<file path="config.mk">
export PLATFORM = sky130hd
export DESIGN_NAME = pipeline_sink
export DESIGN_NICKNAME = d
export VERILOG_FILES = /design/src/rtl/pipeline_sink_pkg.sv /design/src/rtl/sink_fifo.sv /design/src/rtl/pipeline_sink.sv
export SDC_FILE = /design/constraint.sdc
export NUM_CORES = 1
export LEC_CHECK = 0
export CORE_MARGIN = 3
export CORE_UTILIZATION = 48
export DETAILED_ROUTE_END_ITERATION = 8
export PLACE_DENSITY = 0.71
export SLEW_MARGIN = 15
export SYNTH_ARGS = -nofsm -noshare
export SYNTH_HDL_FRONTEND = slang
export SYNTH_SLANG_ARGS = --single-unit
</file>
<file path="constraint.sdc">
create_clock -name clk -period 7.35 [get_ports clk]
set_input_delay 1.1025 -clock clk [delete_from_list [all_inputs] [get_ports clk]]
set_output_delay 1.1025 -clock clk [all_outputs]
set_load 0.05 [all_outputs]
</file>
<file path="src/rtl/pipeline_sink_pkg.sv">
// Shared definitions for the pipeline sink: FSM state encoding, default
// sizes and a saturating increment used by the event counters.
package pipeline_sink_pkg;

    typedef enum logic [1:0] {
        SYNC  = 2'd0,
        CHECK = 2'd1,
        FLUSH = 2'd2
    } sink_state_t;

    localparam int DEF_WIDTH = 32;
    localparam int DEF_DEPTH = 4;
    localparam int DEF_CNT_W = 16;

    // Increment v, holding at the all-ones value of a w-bit counter (w <= 32).
    function automatic logic [31:0] sat_inc(input logic [31:0] v, input int w);
        logic [31:0] max_v;
        max_v = (w >= 32) ? 32'hFFFF_FFFF : ((32'd1 << w) - 32'd1);
        return (v >= max_v) ? max_v : v + 32'd1;
    endfunction

endpackage

</file>
<file path="src/rtl/sink_fifo.sv">
// Small circular FIFO for the pipeline sink. clear empties it in one cycle
// and takes priority over a write or read in the same cycle. The caller never
// writes when full nor reads when empty.
module sink_fifo
    import pipeline_sink_pkg::*;
#(
    parameter int WIDTH = DEF_WIDTH,
    parameter int DEPTH = DEF_DEPTH
) (
    input  logic                     clk,
    input  logic                     reset,
    input  logic                     wr_en,
    input  logic [WIDTH-1:0]         wr_data,
    input  logic                     rd_en,
    input  logic                     clear,
    output logic [WIDTH-1:0]         rd_data,
    output logic [$clog2(DEPTH):0]   count
);

    localparam int AW = $clog2(DEPTH);

    logic [WIDTH-1:0] mem [DEPTH];
    logic [AW-1:0]    wr_ptr;
    logic [AW-1:0]    rd_ptr;

    // No bypass: the head is always read from storage.
    assign rd_data = mem[rd_ptr];

    // Storage, pointers (wrap naturally since DEPTH is a power of two) and occupancy.
    always_ff @(posedge clk) begin
        if (reset) begin
            wr_ptr <= '0;
            rd_ptr <= '0;
            count  <= '0;
            for (int i = 0; i < DEPTH; i++) begin
                mem[i] <= '0;
            end
        end else if (clear) begin
            wr_ptr <= '0;
            rd_ptr <= '0;
            count  <= '0;
        end else begin
            if (wr_en) begin
                mem[wr_ptr] <= wr_data;
                wr_ptr      <= wr_ptr + 1'b1;
            end
            if (rd_en) begin
                rd_ptr <= rd_ptr + 1'b1;
            end
            case ({wr_en, rd_en})
                2'b10:   count <= count + 1'b1;
                2'b01:   count <= count - 1'b1;
                default: count <= count;
            endcase
        end
    end

endmodule

</file>
<file path="src/rtl/pipeline_sink.sv">
// Terminal stage of a pipeline: buffers beats in a FIFO, checks that the
// accepted data forms an incrementing sequence, and counts beats, flushes
// and sequence errors.
//
// Handshakes: upstream offers a beat with in_valid and must hold it while
// out_stall is high; a beat is taken on a rising edge where in_valid is high,
// out_stall is low and no flush is in progress. Downstream takes the head beat
// on a rising edge where out_valid and out_ready are both high. out_stall only
// depends on registered state, so it has no combinational path from inputs.
module pipeline_sink
    import pipeline_sink_pkg::*;
#(
    parameter int WIDTH = DEF_WIDTH,
    parameter int DEPTH = DEF_DEPTH,
    parameter int CNT_W = DEF_CNT_W
) (
    input  logic             clk,
    input  logic             reset,
    input  logic [WIDTH-1:0] in_data,
    input  logic             in_valid,
    input  logic             in_flush,
    output logic             out_stall,
    input  logic             chk_en,
    output logic [WIDTH-1:0] out_data,
    output logic             out_valid,
    input  logic             out_ready,
    output logic [CNT_W-1:0] beat_count,
    output logic [7:0]       flush_count,
    output logic             err,
    output logic [CNT_W-1:0] err_count,
    output logic [1:0]       dbg_state
);

    localparam int AW = $clog2(DEPTH);

    sink_state_t      state;
    logic [WIDTH-1:0] expected;
    logic [AW:0]      count;
    logic             accept;
    logic             dequeue;

    assign out_stall = (count == (AW+1)'(DEPTH)) | (state == FLUSH);
    assign out_valid = (count != '0);
    assign accept    = in_valid & ~out_stall & ~in_flush & (state != FLUSH);
    // A flush in the same cycle cancels the consumer's read.
    assign dequeue   = out_valid & out_ready & ~in_flush;
    assign dbg_state = state;

    sink_fifo #(
        .WIDTH (WIDTH),
        .DEPTH (DEPTH)
    ) u_fifo (
        .clk     (clk),
        .reset   (reset),
        .wr_en   (accept),
        .wr_data (in_data),
        .rd_en   (dequeue),
        .clear   (in_flush),
        .rd_data (out_data),
        .count   (count)
    );

    // Sequence FSM, checker and event counters.
    always_ff @(posedge clk) begin
        if (reset) begin
            state       <= SYNC;
            expected    <= '0;
            err         <= 1'b0;
            err_count   <= '0;
            beat_count  <= '0;
            flush_count <= '0;
        end else if (in_flush) begin
            state       <= FLUSH;
            flush_count <= 8'(sat_inc(32'(flush_count), 8));
        end else begin
            if (accept) begin
                beat_count <= CNT_W'(sat_inc(32'(beat_count), CNT_W));
                expected   <= in_data + 1'b1;
            end
            case (state)
                SYNC: begin
                    if (accept) begin
                        state <= CHECK;
                    end
                end
                CHECK: begin
                    if (accept && chk_en && (in_data != expected)) begin
                        err       <= 1'b1;
                        err_count <= CNT_W'(sat_inc(32'(err_count), CNT_W));
                    end
                end
                default: begin
                    state <= SYNC;
                end
            endcase
        end
    end

endmodule
</file>
==> impl_results.md <==
* First-pass DRT Iterations at 5
* RSZ-0062 raised after global routing: no
* Period minus WS final at ~4.1 ns
* Clk pin slew, worst setup/hold paths at ~0.060 ns
* Leakage at between 4 and 5 nW
* Cell area power density at 224 nW/um^2
* Core ar. at ~20000 um^2
* H-tree depth at 1
* Remaining routing DRC violations at 0
* Slew headroom at around 26%
* Fin crit share at a little under three fifths
* Gpl congestion at between 0.8 and 0.9
* Vias at 6813
* Fin. Hold Viols at 0
* Post-Place Cells at around 1200
* Post-DP HPWL at 14.2 mm
* Setup Buffers After CTS at 0
* Clock tree buffer depth at 3
* Post-Synthesis Cell Area at between 9000 and 10000 um^2
* Io pins at ~120
* Synth Area per Inst at roughly 11 um^2
* Setup TNS at 0 ns
* Nets@finish at 1017
* Die Span Y at approximately 150 um
* Iter 0 DRT Violations at just over 400
* Most frequent cells in the layout: edfxtp_1 (128), clkdlybuf4s50_1 (114), nand2_1 (98), nor2_1 (97), dfxtp_1 (83)
* #FFs+latches synth at roughly 210
* CTS Hold Bufs at 0
* Chip width at between 100 and 150 um
* Syn nets at 922
* Setup crit end kind: register
* Status: finished clean
* All-Layer GR Usage at 20.3%
* TritonCTS Buffers at 22
* Post-synth EDFFs at 128
* Final Setup Violations at 0
* Max FO, Critical Path at 39
* Final antenna-violating net count at 0
* Fraction of layout cells with a size suffix above 1 at a little under a tenth
* Gate Count Post-Synth at between 800 and 900
* Number of global-route vias before repair at 6921
* TritonCTS clock tree: done
* Ant diodes at 0
* Final Util at between 60% and 70%
* Latest clock arrival within the worst-skew pair at approximately 0.51 ns
* Fin cells at 1254
* Worst VDD drop at 0.128 mV
* Clock tree sinks at between 200 and 250
* Commonest non-fill, non-tap cell in the layout: edfxtp_1
* Main synth FF type: edfxtp_1
* Die ar. at roughly 22000 um^2
* CTS root buf: clkbuf_16
* Initial antenna violation count at 0
* Slew @ Worst Pin at 1.11 ns
* Maxcap violations at 0
* CP Data Arrival Time at approximately 4.2 ns
* Startpoint types: input pin
* Largest net degree at the start of global routing at 40
* Worst setup path class: input pin to register
* Worst EP required at approximately 7.5 ns
* Async set or reset register ratio after synthesis at 0%
* Initial Util at about half
* Worst hold slack at approximately 0.47 ns
* Synth warnings at 0
* Rows at between 50 and 60
* First-pass GRT wire length at ~36 mm
* DR vias/cell at roughly 5.4
* Layout area overhead at 21.5%
* Avg WL per Cell at 17.6 um
* Post-cts sizing count at 0
* Yosys cell types at 47
* Worst Hold Class: register to register
* Overflow after GRT at 0
* Post-synthesis sequential area ratio at 56.7%
* Post-route clock skew at 0.0196 ns
* Final Max Tran Viols at 0
* PortBufs at between 100 and 150
* Fmax at between 200 and 250 MHz
* DRT Wirelength at between 20 and 25 mm
[logic make-up after synthesis]
| kind of cell | share of synthesized area, % |
|---|---|
| mux | 7.60 |
| flops | 56.7 |
| xor+xnor | 7.01 |
| buf+inv | 3.99 |
| fa+ha+maj | 0.847 |
| compound gates | 6.29 |
| simple gates | 17.6 |
[Yosys cell counts, types with 30 or more instances]
cell type	n	area share, %
edfxtp_1	128	39
nor2_1	99	3.8
dfxtp_1	84	17
mux4_2	32	7.4
xor2_1	36	3.2
nand2_1	98	3.8
o21ai_0	37	1.9
xnor2_1	42	3.8
clkbuf_1	37	1.4
inv_1	43	1.7
nand3_1	30	1.5
and2_1	35	2.2
[final cells by class]
class	count	area (um^2)
sequential	212	5530
multi-input combinational	568	3870
tap	265	332
timing repair buffer	125	1220
inverter	44	168
clock buffer	34	671
fill	1615	7880
clock inverter	6	47.5
[flip-flops by register name, indices dropped and copies added (netlist names), named ones only]
register,flops
u_fifo.rd_ptr,2
beat_count,16
flush_count,8
err_count,16
expected,32
u_fifo.mem,128
dbg_state,2
err,1
u_fifo.count,3
u_fifo.wr_ptr,2
[stage by stage]
| step | area (um^2) | total power [mW] | setup slack [ns] |
|---|---|---|---|
| floorplan | 9740 | 1.49 | 2.88 |
| global placement | 11100 | 1.58 | 2.79 |
| detailed placement | 11100 | 1.59 | 2.74 |
| CTS | 11800 | 2.67 | 3.24 |
| global route | 11800 | 2.74 | 3.04 |
| finish | 11800 | 2.65 | 3.27 |
[critical path, cell delays in order]
cell	delay (ns)
clkdlybuf4s50_1	0.45
buf_4	0.38
inv_1	0.29
nand2_1	0.36
or2_1	0.90
nor3_2	0.07
or2_2	0.63
[routing by layer]
metal | part of all wire (%) | vias up | routed length (um) | GRT usage, %
met5 | 0 | - | 0 | 0
met4 | 2.3 | 0 | 505 | 4.90
met3 | 5.3 | 32 | 1170 | 3.75
met2 | 47 | 180 | 10400 | 32.9
met1 | 45 | 3296 | 10000 | 28.7
li1 | - | 3305 | - | -
[worst paths after layout]
path / startpoint / slack [ns] / depth (start not counted) / end
worst max-delay path: reset / 3.27 / 7 / u_fifo.mem[0][27]
worst min-delay path: expected[2] / 0.47 / 2 / expected[2]
worst max register to register: u_fifo.count[2] / 4.45 / 5 / u_fifo.mem[0][27]
worst min register to register: expected[2] / 0.47 / 2 / expected[2]
[where the power goes]
| group | leakage (nW) | internal [mW] | switching [mW] |
|---|---|---|---|
| registers | 2.01 | 1.31 | 0.0194 |
| clock network | 0.353 | 0.632 | 0.457 |
| logic | 1.90 | 0.0835 | 0.147 |
Note: power is estimated with default switching activity, not from simulation.
